==> src/rtl/mem_port_arbiter_if.sv <==
// Bundle of the fetch, load/store and SRAM-side signals for the memory port arbiter.
// The arbiter takes the slave view; the requesters/SRAM environment take the master view.
interface mem_port_arbiter_if #(
  parameter int ADDR_W = 12
);
  logic              if_req;
  logic [29:0]       if_addr;
  logic              if_gnt;
  logic              if_valid;
  logic [31:0]       if_rdata;

  logic              d_req;
  logic              d_we;
  logic [29:0]       d_addr;
  logic [31:0]       d_wdata;
  logic              d_gnt;
  logic              d_valid;
  logic [31:0]       d_rdata;

  logic [ADDR_W-1:0] sram_address;
  logic [31:0]       sram_data;
  logic              sram_wren;
  logic [31:0]       sram_q;

  logic              starved;

  modport slave (
    input  if_req, if_addr, d_req, d_we, d_addr, d_wdata, sram_q,
    output if_gnt, if_valid, if_rdata, d_gnt, d_valid, d_rdata,
           sram_address, sram_data, sram_wren, starved
  );

  modport master (
    output if_req, if_addr, d_req, d_we, d_addr, d_wdata, sram_q,
    input  if_gnt, if_valid, if_rdata, d_gnt, d_valid, d_rdata,
           sram_address, sram_data, sram_wren, starved
  );
endinterface

==> src/rtl/mem_port_arbiter.sv <==
// One-access-per-cycle arbiter sharing a single-port SRAM between fetch and load/store,
// with a read-tag pipeline that routes each returning word to the requester that issued it.
module mem_port_arbiter #(
  parameter int ADDR_W     = 12,
  parameter int READ_LAT   = 1,
  parameter int STARVE_MAX = 3
) (
  input  logic                 clk,
  input  logic                 rst,
  mem_port_arbiter_if.slave    bus
);

  localparam logic [3:0] STARVE_LIM = 4'(STARVE_MAX);

  logic                starve_cnt_hit;
  logic [3:0]          starve_cnt;
  logic                fetch_win;
  logic                data_win;
  logic                issue_vld;
  logic [ADDR_W-1:0]   sram_address;

  logic [READ_LAT-1:0] vld_p;
  logic [READ_LAT-1:0] src_p;
  logic                rsp_if;
  logic                rsp_d;
  logic [31:0]         if_rdata_q;
  logic [31:0]         d_rdata_q;

  // Grant: fetch override once starved, otherwise data has priority
  always_comb begin
    starve_cnt_hit = bus.if_req && (starve_cnt == STARVE_LIM);
    fetch_win      = starve_cnt_hit || (bus.if_req && !bus.d_req);
    data_win       = bus.d_req && !fetch_win;
    issue_vld      = fetch_win || (data_win && !bus.d_we);
  end

  always_comb begin
    sram_address = '0;
    if (fetch_win)
      sram_address = bus.if_addr[ADDR_W-1:0];
    else if (data_win)
      sram_address = bus.d_addr[ADDR_W-1:0];
  end

  assign bus.if_gnt       = fetch_win;
  assign bus.d_gnt        = data_win;
  assign bus.starved      = starve_cnt_hit;
  assign bus.sram_address = sram_address;
  assign bus.sram_data    = bus.d_wdata;
  assign bus.sram_wren    = data_win && bus.d_we && !rst;

  always_ff @(posedge clk or posedge rst) begin
    if (rst)
      starve_cnt <= 4'd0;
    else if (!bus.if_req || fetch_win)
      starve_cnt <= 4'd0;
    else if (starve_cnt != STARVE_LIM)
      starve_cnt <= starve_cnt + 4'd1;
  end

  // Tag stages p0..p(READ_LAT-1): one per cycle of SRAM read latency, never stalls
  always_ff @(posedge clk or posedge rst) begin
    if (rst) begin
      vld_p <= '0;
    end else begin
      vld_p[0] <= issue_vld;
      for (int i = 1; i < READ_LAT; i++)
        vld_p[i] <= vld_p[i-1];
    end
  end

  always_ff @(posedge clk) begin
    src_p[0] <= fetch_win;
    for (int i = 1; i < READ_LAT; i++)
      src_p[i] <= src_p[i-1];
  end

  // Response stage: the word is presented straight from sram_q and held afterwards
  assign rsp_if = vld_p[READ_LAT-1] && src_p[READ_LAT-1];
  assign rsp_d  = vld_p[READ_LAT-1] && !src_p[READ_LAT-1];

  always_ff @(posedge clk or posedge rst) begin
    if (rst) begin
      if_rdata_q <= 32'd0;
      d_rdata_q  <= 32'd0;
    end else begin
      if (rsp_if)
        if_rdata_q <= bus.sram_q;
      if (rsp_d)
        d_rdata_q <= bus.sram_q;
    end
  end

  assign bus.if_valid = rsp_if;
  assign bus.d_valid  = rsp_d;
  assign bus.if_rdata = rsp_if ? bus.sram_q : if_rdata_q;
  assign bus.d_rdata  = rsp_d ? bus.sram_q : d_rdata_q;

endmodule

==> src/flat_wrapper.sv <==
// flat-port wrapper written by rule: the top's interface ports become plain ports
module mem_port_arbiter_flat 
#(
  parameter int ADDR_W     = 12,
  parameter int READ_LAT   = 1,
  parameter int STARVE_MAX = 3
)
  (clk, rst, bus_if_req, bus_if_addr, bus_d_req, bus_d_we, bus_d_addr, bus_d_wdata, bus_sram_q, bus_if_gnt, bus_if_valid, bus_if_rdata, bus_d_gnt, bus_d_valid, bus_d_rdata, bus_sram_address, bus_sram_data, bus_sram_wren, bus_starved);
  mem_port_arbiter_if #(.ADDR_W(ADDR_W)) bus_i ();
  input  logic clk;
  input  logic rst;
  input wire logic [$bits(bus_i.if_req)-1:0] bus_if_req;
  input wire logic [$bits(bus_i.if_addr)-1:0] bus_if_addr;
  input wire logic [$bits(bus_i.d_req)-1:0] bus_d_req;
  input wire logic [$bits(bus_i.d_we)-1:0] bus_d_we;
  input wire logic [$bits(bus_i.d_addr)-1:0] bus_d_addr;
  input wire logic [$bits(bus_i.d_wdata)-1:0] bus_d_wdata;
  input wire logic [$bits(bus_i.sram_q)-1:0] bus_sram_q;
  output wire logic [$bits(bus_i.if_gnt)-1:0] bus_if_gnt;
  output wire logic [$bits(bus_i.if_valid)-1:0] bus_if_valid;
  output wire logic [$bits(bus_i.if_rdata)-1:0] bus_if_rdata;
  output wire logic [$bits(bus_i.d_gnt)-1:0] bus_d_gnt;
  output wire logic [$bits(bus_i.d_valid)-1:0] bus_d_valid;
  output wire logic [$bits(bus_i.d_rdata)-1:0] bus_d_rdata;
  output wire logic [$bits(bus_i.sram_address)-1:0] bus_sram_address;
  output wire logic [$bits(bus_i.sram_data)-1:0] bus_sram_data;
  output wire logic [$bits(bus_i.sram_wren)-1:0] bus_sram_wren;
  output wire logic [$bits(bus_i.starved)-1:0] bus_starved;
  assign bus_i.if_req = bus_if_req;
  assign bus_i.if_addr = bus_if_addr;
  assign bus_i.d_req = bus_d_req;
  assign bus_i.d_we = bus_d_we;
  assign bus_i.d_addr = bus_d_addr;
  assign bus_i.d_wdata = bus_d_wdata;
  assign bus_i.sram_q = bus_sram_q;
  assign bus_if_gnt = bus_i.if_gnt;
  assign bus_if_valid = bus_i.if_valid;
  assign bus_if_rdata = bus_i.if_rdata;
  assign bus_d_gnt = bus_i.d_gnt;
  assign bus_d_valid = bus_i.d_valid;
  assign bus_d_rdata = bus_i.d_rdata;
  assign bus_sram_address = bus_i.sram_address;
  assign bus_sram_data = bus_i.sram_data;
  assign bus_sram_wren = bus_i.sram_wren;
  assign bus_starved = bus_i.starved;
  mem_port_arbiter #(.ADDR_W(ADDR_W), .READ_LAT(READ_LAT), .STARVE_MAX(STARVE_MAX)) u_core (.clk(clk), .rst(rst), .bus(bus_i));
endmodule
==> config.mk <==
export PLATFORM = sky130hd
export DESIGN_NAME = mem_port_arbiter_flat
export DESIGN_NICKNAME = d
export VERILOG_FILES = /design/src/rtl/mem_port_arbiter_if.sv /design/src/rtl/mem_port_arbiter.sv /design/src/flat_wrapper.sv
export SDC_FILE = /design/constraint.sdc
export NUM_CORES = 1
export LEC_CHECK = 0
export CAP_MARGIN = 20
export CELL_PAD_IN_SITES_DETAIL_PLACEMENT = 1
export CELL_PAD_IN_SITES_GLOBAL_PLACEMENT = 1
export CORE_UTILIZATION = 25
export CTS_CLUSTER_SIZE = 40
export DETAILED_ROUTE_END_ITERATION = 7
export PLACE_DENSITY_LB_ADDON = 0.1
export SLEW_MARGIN = 20
export SYNTH_ARGS = -nofsm -noshare
export SYNTH_HDL_FRONTEND = slang
export SYNTH_SLANG_ARGS = --single-unit
==> constraint.sdc <==
create_clock -name clk -period 9.35 [get_ports clk]
set_input_delay 2.3375 -clock clk [delete_from_list [all_inputs] [get_ports clk]]
set_output_delay 2.3375 -clock clk [all_outputs]
set_load 0.1 [all_outputs]
Yosys cells after proc, flatten, opt, wreduce, memory -nomap -nowiden
Cells that the tools add are included.
Storage, ports and cells
  register bits: 70
  input port bits: 129
Cells by class
  eq/ne operators: 2
  add/subtract/negate cells: 1
  reductions and logical operators: 18
  multiplexer cells: 6
Operator list (count)
  $mux 32: 2
  $mux 12: 2
  $logic_and 1x1->1: 8
  $mux 4: 2
  $logic_not 1->1: 6
  $add 4x1->4 const B: 1
  $eq 4x2->1 const B: 1
  $ne 4x2->1 const B: 1
  $logic_or 1x1->1: 3
  $reduce_bool 2->1: 1

Logic depth before layout (Yosys ltp)
  depth in word-level cells: 7
  depth in mapped cells: 6

Least setup slack after synthesis
OpenSTA, ideal clock, no wires.
  path type: input to output
  from: input rst
  to: output bus_sram_wren
  stages on the path: 2
  data arrival time: 4565 ps
  slack: 2447 ps
  required time: 7013 ps
  cell sequence: inv_1 and3_2
Between the ends
  cells in the longest elaborated chain, start to end: 2
Ends and longest elaborated chain
  start: declaration: line flat_wrapper.sv:11  | input logic rst;
  $logic_not 1->1: line mem_port_arbiter.sv:50  | assign bus.sram_wren = data_win && bus.d_we && !rst;
  $logic_and 1x1->1: line mem_port_arbiter.sv:50
  end: declaration: line flat_wrapper.sv:27  | output wire logic [$bits(bus_i.sram_wren)-1:0] bus_sram_wren;
No other way between the ends.

Final worst setup path
  from: input bus_if_req
  to: output bus_sram_address[3]
Between the ends
  cells in the longest elaborated chain, start to end: 6
  elaborated cells between the ends (all ways): 7
  those cells by class: mux (2); reduce/logical (5)
Ends and longest elaborated chain
  start: declaration: line flat_wrapper.sv:12  | input wire logic [$bits(bus_i.if_req)-1:0] bus_if_req;
  $logic_and 1x1->1 (on tied branches): line mem_port_arbiter.sv:31, mem_port_arbiter.sv:32
  $logic_or 1x1->1 *: line mem_port_arbiter.sv:32  | fetch_win = starve_cnt_hit || (bus.if_req && !bus.d_req);
  $logic_not 1->1: line mem_port_arbiter.sv:33  | data_win = bus.d_req && !fetch_win;
  $logic_and 1x1->1: line mem_port_arbiter.sv:33
  $mux 12: line mem_port_arbiter.sv:41  | else if (data_win)
  $mux 12 *: line mem_port_arbiter.sv:39  | if (fetch_win)
  end: declaration: line flat_wrapper.sv:25  | output wire logic [$bits(bus_i.sram_address)-1:0] bus_sram_address;
Mark *: on every way between the ends. The rest lies on a longest branch, timed or not.

==> results_dict.tcl <==
set metrics [dict create \
    drt-initial-drc-count 59 \
    drtPass1Iterations 5 \
    multi_input_area_um2 963.4 \
    yosys_warnings 0 \
    status "complete, but fails checks" \
    placed_cells 454 \
    num-nets-final 452 \
    drv_slew 0 \
    synth_top_family_by_area "multiplexers" \
    start_util_pct 26.13 \
    layout_commonest_cell "clkdlybuf4s50_1" \
    dieArea_um2 12580 \
    fin_cells 468 \
    synth_cells 210 \
    vias 2040 \
    synth-seq-area-share_pct 57.57 \
    synthTopCellsByArea "dfrtp_1 57%, mux2_2 24%, buf_4 7.9%" \
    antenna_found_initial 0 \
    worstMarginPinSlew_ns 1.022 \
    syn2layout_area_growth_pct 51.51 \
    core.rowCount 39 \
    track_usage_pct 12.71 \
    slew_headroom_pct 31.66 \
    syn-cell-area_um2 3034 \
    wl_um 7530 \
    synth_seq_cells 70 \
    cp_data_arrival_time_ns 4.97 \
    yosysTopAreaCell "dfrtp_1" \
    crit_required_ns 7.01 \
    dieWidth_um 112.2 \
    antenna-diode-count 0 \
    grt_overflow 0 \
    grt_max_degree 59 \
    drive_above_1_share_pct 27.08 \
    synthAdderAreaFrac_pct 0.4124 \
    setup-violations-final 0 \
    min_period_ns 7.303 \
    hold_viol 0 \
    register_area_um2 1747 \
    worstSkewPairLatency_ns 0.32 \
    synth_nets 340 \
    ctsHoldBuffers 0 \
    finalSetupTns_ns 0 \
    hold_path.class "reg2reg" \
    synth_compound_area_share_pct 4.124 \
    cts_num_sinks 70 \
    coreArea_um2 11610 \
    dp_hpwl_um 5248 \
    via_per_inst 4.359 \
    post-place-ws_ns 2.041 \
    ir_drop_mv 0.08765 \
    port_buffers 142 \
    leakage_nw 1.919 \
    root_buffer "clkbuf_16" \
    critPathKind "in2out" \
    cp-start-kind "primary input" \
    fillCellCount 1218 \
    powerDensity_nw_per_um2 299.9 \
    fin_ws_ns 2.047 \
    cts_tree "yes" \
    finClkSkew_ns 0.004032 \
    period_share_pct 78.10 \
    worst-path-max-fanout 15 \
    ant_nets 0 \
    chipHeight_um 112.2 \
    synth-simple-area-share_pct 2.722 \
    synth_xor_xnor_area_share_pct 0.5773 \
    end_kind "output port" \
    drc_errors 11 \
    grt_pass1_vias 2256 \
    cts.clk_slew.worst_paths_ns 0.05 \
    layout_common_cells "142 x clkdlybuf4s50_1, 69 x dfrtp_1, 64 x mux2_2, 9 x a22o_1, 9 x clkbuf_16" \
    timing.fmax_ghz 0.1369 \
    synth_mux_area_share_pct 23.75 \
    avgSynthCellArea_um2 14.45 \
    synth_cell_types 22 \
    htree_levels 3 \
    post_cts_resized 0 \
    cts_buffer_depth 2 \
    routabilityCongestion 0.6410 \
    numCtsBuffers 9 \
    synth_top_area_share_pct 56.91 \
    rsz0062_at_grt "false" \
    pin_count 243 \
    post_cts_buffers 0 \
    violations "design-rule violations" \
    detail_route.wl_per_cell_um 16.09 \
    grt_pass1_wl_um 12100 \
    maxCapViolCount 0 \
]
==> final timing paths <==
check	slack, ns	depth (start not counted)	end	start
min in group asynchronous	2.27	2	u_core.d_rdata_q[8]	rst
max reg2reg	7.68	2	u_core.d_rdata_q[31]	u_core.src_p
max	2.05	5	bus_sram_address[3]	bus_if_req
max in group asynchronous	6.04	3	u_core.if_rdata_q[12]	rst
min reg2reg	0.47	1	u_core.starve_cnt[0]	u_core.starve_cnt[0]
min	0.47	1	u_core.starve_cnt[0]	u_core.starve_cnt[0]
==> cells in the mapped netlist <==
master,number
inv_1,6
dfrtp_1,69
and3_2,2
nand2_1,1
a22o_1,9
nand2b_1,1
ha_1,1
buf_8,1
a21o_1,1
and2_4,1
nand3_1,2
nand4bb_4,1
nor2_1,3
buf_6,1
o21ai_2,1
xor2_1,1
buf_2,8
dfxtp_1,1
buf_4,32
mux2_2,64
a22o_2,3
xnor2_1,1
==> layer usage <==
layer / share of wire, % / up-vias / global-route usage, %
li1: - / 912 / -
met1: 42 / 997 / 15.38
met2: 44 / 113 / 19.05
met3: 12 / 18 / 6.263
met4: 1.8 / 0 / 5.689
met5: 0 / - / 0
==> sequential cells by signal (all words and copies together), names as in the netlist <==
signal             flops
u_core.d_rdata_q      32
u_core.if_rdata_q     32
u_core.starve_cnt      4
u_core.src_p           1
u_core.vld_p           1
==> power breakdown <==
group | switching [mW] | internal (mW) | total (mW)
combinational | 0.537 | 0.171 | 0.709
clock | 0.117 | 0.183 | 0.300
sequential | 0.0118 | 0.358 | 0.370
total | 0.666 | 0.713 | 1.38
==> through the flow <==
step           total power, mW  area [um2]  utilization [%]  hold WS, ns
2_1_floorplan           0.9940        3034                -       0.4322
3_3_place_gp             1.087        4340            37.37       0.4530
3_5_place_dp             1.090        4340            37.37       0.4613
4_1_cts                  1.397        4597            39.58       0.4688
5_1_grt                  1.432        4597            39.58       0.5018
6_report                 1.379        4597            39.58       0.4662
==> logic make-up after synthesis <==
family | Yosys count
AOI/OAI and AO/OA | 14
and+or+nand+nor | 11
xor gates and xnor gates | 2
muxes | 64
buffers and inverters | 48
DFF | 70
adders and majority gates | 1
==> worst max-delay path: stages <==
cell             delay [ns]
clkdlybuf4s50_1        0.60
inv_1                  0.08
o21ai_2                0.54
a22o_1                 0.26
clkdlybuf4s50_1        1.14
==> area by class of cell <==
| class | count | area share (%) |
|---|---|---|
| Clock buffer | 12 | 5.362 |
| Sequential cell | 70 | 38.00 |
| Timing Repair Buffer | 143 | 31.08 |
| Multi-Input combinational cell | 92 | 20.96 |
| Clock inverter | 2 | 0.2177 |
| Tap cell | 143 | 3.892 |
| Inverter | 6 | 0.4899 |
No activity file was read; power rests on OpenSTA's default activity.
==> RTL edit: new RTL, config.mk and constraints unchanged <==
`ADDR_W` is set to 12 in 3 places; all go to 13.
--- a/src/rtl/mem_port_arbiter_if.sv
+++ b/src/rtl/mem_port_arbiter_if.sv
@@ -2,5 +2,5 @@
 // The arbiter takes the slave view; the requesters/SRAM environment take the master view.
 interface mem_port_arbiter_if #(
-  parameter int ADDR_W = 12
+  parameter int ADDR_W = 13
 );
   logic              if_req;
--- a/src/rtl/mem_port_arbiter.sv
+++ b/src/rtl/mem_port_arbiter.sv
@@ -2,5 +2,5 @@
 // with a read-tag pipeline that routes each returning word to the requester that issued it.
 module mem_port_arbiter #(
-  parameter int ADDR_W     = 12,
+  parameter int ADDR_W     = 13,
   parameter int READ_LAT   = 1,
   parameter int STARVE_MAX = 3
--- a/src/flat_wrapper.sv
+++ b/src/flat_wrapper.sv
@@ -2,5 +2,5 @@
 module mem_port_arbiter_flat 
 #(
-  parameter int ADDR_W     = 12,
+  parameter int ADDR_W     = 13,
   parameter int READ_LAT   = 1,
   parameter int STARVE_MAX = 3
Interface: changed (resized bus_sram_address); port bits go from 243 to 244. The function was not compared with the original's and may differ.
==> RTL edit against the unedited design <==
The run still ends with DRC left; via count up 2.5%; routed wire length about the same; sequential share of layout area down 0.89 points; utilization up 0.95 points; design area up 2.4%; setup slack better by 0.020 ns; largest power group unchanged; die area about the same; sequential cell count unchanged; clock skew up 0.0032 ns; count of clock-buffer cells in the layout down 1; total power up 5.2%; synthesized area about the same; non-clock buffer count up 3; fmax up 0.27%.
==> RTL edit: results (changes against the unedited design) <==
outcome=complete, but fails checks; failing checks=DRC; compound-gate portion of the synthesized area=0.0429 (+0.00161); met3 WL post-DR=822 µm (-12%); RD Place Congestion=0.662 (+3.3%); flop2flop setup slack=7.69 ns (about the same); WL final=7530 µm (about the same); DRC errors left=12 (+1); Syn Nets=341 (+0.29%); Post-Synth XOR/XNOR Area=0.00577 (about the same); P_comb=0.000707 W (about the same); most frequent cells after synthesis=dfrtp_1, buf_4, mux2_1, mux2_2, a22o_1; Lkg Pwr=1.97 nW (+2.6%); Setup Skew=0.00726 ns (+0.00323 ns); largest net degree at the start of global routing=70 (+19%); clock power share=0.257 (+0.040); largest cells by area after synthesis=dfrtp_1, mux2_1, mux2_2; met1 WL=3330 µm (+4.6%); post-DP HPWL=5240 µm (about the same); Reg2Reg Launch Point=u_core.vld_p; worst slew pin tran=1.02 ns (-0.00468 ns); Data arrival, critical path=4.95 ns (-0.02 ns); final net count=456 (+0.88%); Peak VDD IR=0.114 mV (+30%); global-route wire length before repair=12,500 µm (+3.1%); overall via count from detail_route=2,090 (+2.5%); met2 routed WL=3280 µm (about the same); Switching Fraction=0.467 (-0.0160); Starting DRT DRC Count=51 (-14%); worst reg2reg path endpoint=u_core.if_rdata_q[11]; vias in the first global route=2,405 (+6.6%); sequential area share after synthesis=0.575 (about the same)
==> RTL edit: cell types whose count changed after synthesis, sizes merged <==
cell	before	now
a22o	12	13
==> RTL edit: final cells by class <==
type	count	share of cell area
clock buffer	11	0.0537
clock inverter	5	0.0173
inverter	6	0.00478
multi-input combinational	93	0.205
sequential	70	0.371
tap	143	0.0380
timing repair buffer	146	0.310
==> RTL edit: metrics by stage <==
step / util / hold slack (ns) / cells / setup WS (ns) / total power [W]
floorplan: - / 0.432 / 211 / 2.24 / 0.000990
global placement: 0.377 / 0.449 / 458 / 2.02 / 0.00108
detailed placement: 0.377 / 0.454 / 458 / 2.03 / 0.00109
CTS: 0.405 / 0.462 / 474 / 2.00 / 0.00147
global route: 0.405 / 0.490 / 474 / 1.90 / 0.00151
finish: 0.405 / 0.459 / 474 / 2.07 / 0.00145
==> RTL edit: critical path: stages <==
cell	delay (ns)
clkdlybuf4s50_1	0.59
inv_1	0.08
o21ai_2	0.55
a22o_1	0.25
clkdlybuf4s50_1	1.13
